==> src/rtl/mem_port_arbiter_if.sv <==
// ---------------------------------------------------------------------------
// mem_port_arbiter_if
//   Bundles the three buses around the shared memory port arbiter:
//     - instruction fetch requester   (instr_*)
//     - data load/store requester     (data_*)
//     - single external memory port   (mem_*)
//   Modports:
//     slave  : the arbiter's view (takes requests and memory responses,
//              drives grants, routed responses and the memory request).
//     master : the environment's view (fetch stage, LSU and memory model).
// ---------------------------------------------------------------------------
interface mem_port_arbiter_if;
    // Fetch requester
    logic        instr_req_i;
    logic [31:0] instr_addr_i;
    logic        instr_gnt_o;
    logic        instr_rvalid_o;
    logic [31:0] instr_rdata_o;
    logic        instr_err_o;
    logic        instr_flush_i;
    // Load/store requester
    logic        data_req_i;
    logic        data_we_i;
    logic [3:0]  data_be_i;
    logic [31:0] data_addr_i;
    logic [31:0] data_wdata_i;
    logic        data_gnt_o;
    logic        data_rvalid_o;
    logic [31:0] data_rdata_o;
    logic        data_err_o;
    // Shared memory port
    logic        mem_req_o;
    logic        mem_we_o;
    logic [3:0]  mem_be_o;
    logic [31:0] mem_addr_o;
    logic [31:0] mem_wdata_o;
    logic        mem_gnt_i;
    logic        mem_rvalid_i;
    logic [31:0] mem_rdata_i;
    logic        mem_err_i;

    modport slave (
        input  instr_req_i, instr_addr_i, instr_flush_i,
        output instr_gnt_o, instr_rvalid_o, instr_rdata_o, instr_err_o,
        input  data_req_i, data_we_i, data_be_i, data_addr_i, data_wdata_i,
        output data_gnt_o, data_rvalid_o, data_rdata_o, data_err_o,
        output mem_req_o, mem_we_o, mem_be_o, mem_addr_o, mem_wdata_o,
        input  mem_gnt_i, mem_rvalid_i, mem_rdata_i, mem_err_i
    );

    modport master (
        output instr_req_i, instr_addr_i, instr_flush_i,
        input  instr_gnt_o, instr_rvalid_o, instr_rdata_o, instr_err_o,
        output data_req_i, data_we_i, data_be_i, data_addr_i, data_wdata_i,
        input  data_gnt_o, data_rvalid_o, data_rdata_o, data_err_o,
        input  mem_req_o, mem_we_o, mem_be_o, mem_addr_o, mem_wdata_o,
        output mem_gnt_i, mem_rvalid_i, mem_rdata_i, mem_err_i
    );
endinterface

==> src/rtl/mem_port_arbiter.sv <==
// ---------------------------------------------------------------------------
// mem_port_arbiter
//   Shares one req/gnt/rvalid memory port between instruction fetch and
//   data load/store. Grants are combinational; responses return in order
//   and are steered to the issuer using a small tracking FIFO of
//   {owner, discard} entries. Fetch responses outstanding at a flush are
//   absorbed. Data wins contention until STARVE_LIMIT consecutive data
//   grants have been given to a waiting fetch, then fetch wins once.
//   Ports:
//     clk, rstn     : clock, asynchronous active-low reset
//     bus           : instr/data/mem buses (mem_port_arbiter_if.slave)
//     outstanding_o : transactions currently in flight
//     proto_err_o   : sticky, set by an rvalid with nothing in flight
// ---------------------------------------------------------------------------
module mem_port_arbiter #(
    parameter int MAX_OUTSTANDING = 2,  // 1..4
    parameter int STARVE_LIMIT    = 4   // 1..15
) (
    input  logic                clk,
    input  logic                rstn,
    mem_port_arbiter_if.slave   bus,
    output logic [2:0]          outstanding_o,
    output logic                proto_err_o
);

    localparam logic [2:0] FULL_CNT  = 3'(MAX_OUTSTANDING);
    localparam logic [3:0] STARVE_MX = 4'(STARVE_LIMIT);

    // Tracking FIFO, entry 0 is the oldest; owner 1 = data, 0 = instr.
    logic [MAX_OUTSTANDING-1:0] owner_q,   owner_d;
    logic [MAX_OUTSTANDING-1:0] discard_q, discard_d;
    logic [2:0]                 count_q,   count_d;
    logic [3:0]                 starve_q,  starve_d;
    logic                       proto_err_q, proto_err_d;

    logic full, sel_instr, sel_data, push, pop;

    // ---------------- request selection and mux ----------------
    always_comb begin
        // NOTE: every output of a combinational block gets a default first,
        // so no branch can leave it unassigned and infer a latch.
        sel_instr       = 1'b0;
        sel_data        = 1'b0;
        bus.mem_req_o   = 1'b0;
        bus.mem_we_o    = 1'b0;
        bus.mem_be_o    = 4'h0;
        bus.mem_addr_o  = 32'h0;
        bus.mem_wdata_o = 32'h0;

        full = (count_q == FULL_CNT);
        if (!full) begin
            sel_instr = bus.instr_req_i &&
                        (!bus.data_req_i || starve_q == STARVE_MX);
            sel_data  = bus.data_req_i && !sel_instr;
        end

        if (sel_instr) begin
            bus.mem_req_o  = 1'b1;
            bus.mem_be_o   = 4'hF;
            bus.mem_addr_o = bus.instr_addr_i;
        end else if (sel_data) begin
            bus.mem_req_o   = 1'b1;
            bus.mem_we_o    = bus.data_we_i;
            bus.mem_be_o    = bus.data_be_i;
            bus.mem_addr_o  = bus.data_addr_i;
            bus.mem_wdata_o = bus.data_wdata_i;
        end
    end

    assign bus.instr_gnt_o = sel_instr & bus.mem_gnt_i;
    assign bus.data_gnt_o  = sel_data  & bus.mem_gnt_i;

    assign push = bus.mem_req_o & bus.mem_gnt_i;
    assign pop  = bus.mem_rvalid_i & (count_q != 3'd0);

    // ---------------- response routing ----------------
    // The flush also masks a live fetch response in the same cycle.
    assign bus.data_rvalid_o  = pop & owner_q[0];
    assign bus.instr_rvalid_o = pop & ~owner_q[0] & ~discard_q[0] & ~bus.instr_flush_i;
    assign bus.instr_rdata_o  = bus.mem_rdata_i;
    assign bus.data_rdata_o   = bus.mem_rdata_i;
    assign bus.instr_err_o    = bus.mem_err_i;
    assign bus.data_err_o     = bus.mem_err_i;

    // ---------------- FIFO / starvation / protocol next state ----------------
    always_comb begin
        owner_d     = owner_q;
        discard_d   = discard_q;
        count_d     = count_q;
        starve_d    = starve_q;
        proto_err_d = proto_err_q | (bus.mem_rvalid_i & (count_q == 3'd0));

        // Mark only entries already in flight; a fetch pushed this cycle
        // is the new-PC fetch and must survive.
        if (bus.instr_flush_i) begin
            for (int i = 0; i < MAX_OUTSTANDING; i++) begin
                if (i < int'(count_q) && !owner_q[i]) discard_d[i] = 1'b1;
            end
        end

        if (pop) begin
            owner_d   = owner_d >> 1;
            discard_d = discard_d >> 1;
            count_d   = count_d - 3'd1;
        end

        // Push lands after the pop shift, at the first free slot.
        if (push) begin
            for (int i = 0; i < MAX_OUTSTANDING; i++) begin
                if (i == int'(count_d)) begin
                    owner_d[i]   = sel_data;
                    discard_d[i] = 1'b0;
                end
            end
            count_d = count_d + 3'd1;
        end

        if (!bus.instr_req_i || bus.instr_gnt_o) begin
            starve_d = 4'd0;
        end else if (bus.data_gnt_o && starve_q != STARVE_MX) begin
            starve_d = starve_q + 4'd1;
        end
    end

    always_ff @(posedge clk or negedge rstn) begin
        if (!rstn) begin
            // NOTE: the FIFO storage is reset as well; count alone defines
            // validity, but clearing it keeps X out of the steered rvalids.
            owner_q     <= '0;
            discard_q   <= '0;
            count_q     <= 3'd0;
            starve_q    <= 4'd0;
            proto_err_q <= 1'b0;
        end else begin
            // NOTE: non-blocking assignments so every flop samples the
            // pre-edge values computed above.
            owner_q     <= owner_d;
            discard_q   <= discard_d;
            count_q     <= count_d;
            starve_q    <= starve_d;
            proto_err_q <= proto_err_d;
        end
    end

    assign outstanding_o = count_q;
    assign proto_err_o   = proto_err_q;

endmodule

==> src/flat_wrapper.sv <==
// flat-port wrapper written by rule: the top's interface ports become plain ports
module mem_port_arbiter_flat 
#(
    parameter int MAX_OUTSTANDING = 2,         
    parameter int STARVE_LIMIT    = 4           
)
  (clk, rstn, outstanding_o, proto_err_o, bus_instr_req_i, bus_instr_addr_i, bus_instr_flush_i, bus_instr_gnt_o, bus_instr_rvalid_o, bus_instr_rdata_o, bus_instr_err_o, bus_data_req_i, bus_data_we_i, bus_data_be_i, bus_data_addr_i, bus_data_wdata_i, bus_data_gnt_o, bus_data_rvalid_o, bus_data_rdata_o, bus_data_err_o, bus_mem_req_o, bus_mem_we_o, bus_mem_be_o, bus_mem_addr_o, bus_mem_wdata_o, bus_mem_gnt_i, bus_mem_rvalid_i, bus_mem_rdata_i, bus_mem_err_i);
  mem_port_arbiter_if bus_i ();
  input  logic clk;
  input  logic rstn;
  output logic [2:0] outstanding_o;
  output logic proto_err_o;
  input wire logic [$bits(bus_i.instr_req_i)-1:0] bus_instr_req_i;
  input wire logic [$bits(bus_i.instr_addr_i)-1:0] bus_instr_addr_i;
  input wire logic [$bits(bus_i.instr_flush_i)-1:0] bus_instr_flush_i;
  output wire logic [$bits(bus_i.instr_gnt_o)-1:0] bus_instr_gnt_o;
  output wire logic [$bits(bus_i.instr_rvalid_o)-1:0] bus_instr_rvalid_o;
  output wire logic [$bits(bus_i.instr_rdata_o)-1:0] bus_instr_rdata_o;
  output wire logic [$bits(bus_i.instr_err_o)-1:0] bus_instr_err_o;
  input wire logic [$bits(bus_i.data_req_i)-1:0] bus_data_req_i;
  input wire logic [$bits(bus_i.data_we_i)-1:0] bus_data_we_i;
  input wire logic [$bits(bus_i.data_be_i)-1:0] bus_data_be_i;
  input wire logic [$bits(bus_i.data_addr_i)-1:0] bus_data_addr_i;
  input wire logic [$bits(bus_i.data_wdata_i)-1:0] bus_data_wdata_i;
  output wire logic [$bits(bus_i.data_gnt_o)-1:0] bus_data_gnt_o;
  output wire logic [$bits(bus_i.data_rvalid_o)-1:0] bus_data_rvalid_o;
  output wire logic [$bits(bus_i.data_rdata_o)-1:0] bus_data_rdata_o;
  output wire logic [$bits(bus_i.data_err_o)-1:0] bus_data_err_o;
  output wire logic [$bits(bus_i.mem_req_o)-1:0] bus_mem_req_o;
  output wire logic [$bits(bus_i.mem_we_o)-1:0] bus_mem_we_o;
  output wire logic [$bits(bus_i.mem_be_o)-1:0] bus_mem_be_o;
  output wire logic [$bits(bus_i.mem_addr_o)-1:0] bus_mem_addr_o;
  output wire logic [$bits(bus_i.mem_wdata_o)-1:0] bus_mem_wdata_o;
  input wire logic [$bits(bus_i.mem_gnt_i)-1:0] bus_mem_gnt_i;
  input wire logic [$bits(bus_i.mem_rvalid_i)-1:0] bus_mem_rvalid_i;
  input wire logic [$bits(bus_i.mem_rdata_i)-1:0] bus_mem_rdata_i;
  input wire logic [$bits(bus_i.mem_err_i)-1:0] bus_mem_err_i;
  assign bus_i.instr_req_i = bus_instr_req_i;
  assign bus_i.instr_addr_i = bus_instr_addr_i;
  assign bus_i.instr_flush_i = bus_instr_flush_i;
  assign bus_instr_gnt_o = bus_i.instr_gnt_o;
  assign bus_instr_rvalid_o = bus_i.instr_rvalid_o;
  assign bus_instr_rdata_o = bus_i.instr_rdata_o;
  assign bus_instr_err_o = bus_i.instr_err_o;
  assign bus_i.data_req_i = bus_data_req_i;
  assign bus_i.data_we_i = bus_data_we_i;
  assign bus_i.data_be_i = bus_data_be_i;
  assign bus_i.data_addr_i = bus_data_addr_i;
  assign bus_i.data_wdata_i = bus_data_wdata_i;
  assign bus_data_gnt_o = bus_i.data_gnt_o;
  assign bus_data_rvalid_o = bus_i.data_rvalid_o;
  assign bus_data_rdata_o = bus_i.data_rdata_o;
  assign bus_data_err_o = bus_i.data_err_o;
  assign bus_mem_req_o = bus_i.mem_req_o;
  assign bus_mem_we_o = bus_i.mem_we_o;
  assign bus_mem_be_o = bus_i.mem_be_o;
  assign bus_mem_addr_o = bus_i.mem_addr_o;
  assign bus_mem_wdata_o = bus_i.mem_wdata_o;
  assign bus_i.mem_gnt_i = bus_mem_gnt_i;
  assign bus_i.mem_rvalid_i = bus_mem_rvalid_i;
  assign bus_i.mem_rdata_i = bus_mem_rdata_i;
  assign bus_i.mem_err_i = bus_mem_err_i;
  mem_port_arbiter #(.MAX_OUTSTANDING(MAX_OUTSTANDING), .STARVE_LIMIT(STARVE_LIMIT)) u_core (.clk(clk), .rstn(rstn), .bus(bus_i), .outstanding_o(outstanding_o), .proto_err_o(proto_err_o));
endmodule
==> config.mk <==
export PLATFORM = sky130hd
export DESIGN_NAME = mem_port_arbiter_flat
export DESIGN_NICKNAME = d
export VERILOG_FILES = /design/src/rtl/mem_port_arbiter_if.sv /design/src/rtl/mem_port_arbiter.sv /design/src/flat_wrapper.sv
export SDC_FILE = /design/constraint.sdc
export NUM_CORES = 1
export LEC_CHECK = 0
export ABC_AREA = 1
export BUFFER_PORTS_ARGS = -buffer_cell sky130_fd_sc_hd__buf_2
export CAP_MARGIN = 20
export CORE_AREA = 2 2 110 112
export CTS_CLUSTER_SIZE = 8
export DETAILED_ROUTE_END_ITERATION = 16
export DIE_AREA = 0 0 112 114
export HOLD_SLACK_MARGIN = 0.12
export MAX_ROUTING_LAYER = met4
export SLEW_MARGIN = 20
export SYNTH_ARGS = -nofsm -noshare
export SYNTH_HDL_FRONTEND = slang
export SYNTH_SLANG_ARGS = --single-unit
==> constraint.sdc <==
create_clock -name clk -period 1.56 [get_ports clk]
set_input_delay 0.312 -clock clk [delete_from_list [all_inputs] [get_ports clk]]
set_output_delay 0.312 -clock clk [all_outputs]
set_load 0.02 [all_outputs]
==> summary.txt <==
Status
  • Outcome: finished, violations left
  • Failing checks: negative setup slack

Final layout
  • Fill count: approximately 1,200
  • Sequential Area: 303 sq um
  • Final instance area: around 0.0047 sq mm
  • Diodes inserted: 0
  • Nets: roughly 680
  • Fraction of layout cells with a size suffix above 1: a little over two thirds
  • Layout area overhead: 119%
  • Footprint of the multi-input gates: ~0.0019 sq mm
  • Final Non-Filler Cells: 677
  • Most frequent cells in the layout: 116 x buf_2, 75 x inv_1, 56 x buf_4
  • Most common cell after layout, fill and taps aside: buf_2

Logic synthesis
  • Mapped Nets: a little over 500
  • Netlist area before placement: between 0.002 and 0.0025 sq mm
  • Avg Inst Size Synth: roughly 6 sq um
  • Flops & latches, synth: 12
  • Post-Synthesis Cells: 361
  • Post-synthesis sequential area ratio: around 14%
  • Netlist cell types: 29
  • Ys Warns: 0

Clock tree
  • H-tree Lvls: 1
  • CTS clk-pin slew, worst paths: 0.05 ns
  • Clk buf depth: 2
  • CTS tree: built
  • CTS sink cnt: 12
  • CTS Buf Count: 3
  • Worst skew pair latency: 0.24 ns
  • CTS Root Cell: clkbuf_16

Route
  • WL/cell: approximately 13 microns
  • Final ANT Viol Nets: 0
  • Drt pass-1 iters: 4
  • Vias per cell: roughly 4.0
  • Vias: around 2,700
  • DRT Wirelength: around 9 mm
  • Residual DRC: 0
  • DRT iter0 DRCs: 32

Critical path
  • WS Path Type: reg2out
  • Crit path depth: 9
  • CP max stage delay: 0.38 ns
  • Reg2Reg Capture Point: u_core.owner_q[1]
  • CP most frequent cell: buf_6
  • CP max FO: 6
  • RR Startpoint: u_core.outstanding_o[1]
  • WP data required: between 1 and 1.5 ns
  • Startpoint Class: flip-flop
  • Worst path top cell family by delay: buffers and inverters
  • R2R setup slack: -0.24 ns
  • Crit end category: primary output
  • CP Capture Point: bus_mem_addr_o[31]
  • Reg2Reg Depth: 13
  • CP Launch Point: u_core.starve_q[0]
  • Crit path cell chain: inv_2, ha_4, nand3_4, nand2_4, buf_6, nand3_4, buf_6, o21ai_2, buf_6
  • CP max-delay cell: dfrtp_1
  • Critical Path AT: roughly 1.8 ns
  • Worst path bufs/invs: 4

Timing
  • Fin. Hold Viols: 0
  • Post-Route Setup TNS: -34.37 ns
  • RSZ-0062 raised after global routing: yes
  • Fmax: roughly 470 MHz
  • Slew Viols, Final: 0
  • Tightest Pin Transition: 0.327 ns
  • Slew HR: around four fifths
  • Crit share post-route: 135%
  • Final setup vio count: 80
  • PnR worst setup slack: -0.547 ns
  • Setup Skew: approximately 0.0065 ns
  • Period minus WS final: about 2.1 ns

Place
  • Post-DP Area: between 0.003 and 0.004 sq mm
  • Cell count after placement: around 660
  • Routability Congestion: 0.730
  • DP Wirelength: 5.94 mm
  • PortBufs: roughly 190

Flow run
  • MaxCap Viol Count: 0

Die
  • Width of the chip: 112 microns
  • Die area: ~0.013 sq mm
  • # rows: 40
  • Core ar.: approximately 0.012 sq mm
  • Die height: around 110 microns
  • Initial Util: 18.4%
  • I/O pin count: 285

GRT
  • Overflow after GRT: 0
  • Largest net degree at the start of global routing: 17
  • Vias in the first global route: 2,487
  • GRT Total Usage: ~12%
  • Initial antenna violation count: 0
  • First-pass GRT wire length: 12.4 mm

Pwr
  • Maximum vdd drop: a little under 0.0005 V
  • Leakage: approximately 2.5 nW
  • Power Density: a little over 1000 mW/mm^2

Worst hold path
  • Hold_sp: bus_mem_rvalid_i
  • Worst Hold Class: in2reg
[registers in the layout (all words and copies together) (netlist names)]
signal / cells
u_core.outstanding_o: 3
u_core.owner_q: 2
u_core.proto_err_o: 1
u_core.starve_q: 4
u_core.discard_q: 2
[Yosys cell counts]
library cell   n  share of area [%]
xnor2_1        1               0.41
buf_6          3                1.6
nand2_4        2                1.0
o21ai_2        1               0.41
a31oi_2        1               0.58
nand2_1       69                 12
nand3_1       15                3.5
nand3_2        1               0.46
nor2_4         1               0.52
buf_4         66                 23
inv_1         81                 14
nor4_1         1               0.29
o2bb2ai_1      1               0.41
o2111ai_2      1               0.70
nand2_2        1               0.29
a21oi_4        1               0.75
nor2_1        40                7.0
o21bai_1       3                1.0
dfrtp_1       12                 14
a21oi_2        1               0.41
buf_2          4               0.93
ha_1           9                5.2
o21ai_0       22                5.1
clkbuf_1       2               0.35
xor2_1         4                1.6
inv_2          3               0.52
xor2_2         1               0.75
inv_4          1               0.29
o21ai_1       13                3.0
[cell type report]
cell class	count	area share (%)
clock buffers	4	1.67
inverters	85	7.07
well taps	147	3.89
multi-input cells	190	40.7
flip-flops and latches	12	6.41
repair buffers	239	40.3
[report_power, final]
group	total, mW	switching [mW]	internal (mW)
Combinational	3.90	2.05	1.85
Clock	0.482	0.137	0.344
Sequential	0.490	0.0780	0.412
[through the flow]
stage	utilization, %	total power [mW]	hold slack (ns)	worst slack, ns
3_3_place_gp	31.4	3.25	0.229	-0.331
5_1_grt	40.4	5.17	0.505	-0.616
6_report	40.4	4.87	0.469	-0.547
4_1_cts	38.2	4.45	0.420	-0.533
3_5_place_dp	31.4	3.26	0.233	-0.345
2_1_floorplan	-	2.54	0.0164	-0.153
[repair_timing]
action,CTS,global route
gates cloned,5,1
gates resized for setup,173,40
buffers inserted,7,5
hold buffers,1,0
pin swaps,10,12
endpoints found under the setup margin,80,84
hold endpoints to repair,12,0
[worst min-delay path, cell delays in order]
cell and delay, ns:
buf_2 0.13, inv_1 0.12, o21bai_1 0.09
[worst min path at each step]
| stage | slack, ns | to | depth (start not counted) |
|---|---|---|---|
| 6_report | 0.47 | u_core.proto_err_o | 3 |
| 3_5_place_dp | 0.23 | u_core.starve_q[0] | 1 |
| 2_1_floorplan | 0.02 | u_core.discard_q[0] | 0 |
| 3_3_place_gp | 0.23 | u_core.starve_q[0] | 1 |
| 5_1_grt | 0.50 | u_core.proto_err_o | 3 |
| 4_1_cts | 0.42 | u_core.proto_err_o | 3 |
[layer usage]
layer / share of wire, % / vias up / GRT usage, %
li1: - / 1340 / -
met1: 40 / 1173 / 15.2
met2: 50 / 145 / 20.8
met3: 8.6 / 21 / 2.82
met4: 1.5 / 0 / 3.01
met5: 0 / - / -
[kinds of logic (layout without fill, tap and decap cells)]
group	Yosys count	count (layout)	synth area share, %
buffers and inverters	160	328	40.7
and+or+nand+nor	130	131	25.0
AOI/OAI and AO/OA	44	44	12.4
DFF	12	12	13.9
adders and majority gates	9	9	5.21
xor gates and xnor gates	6	6	2.78
Power figures use the tool's default switching activity.
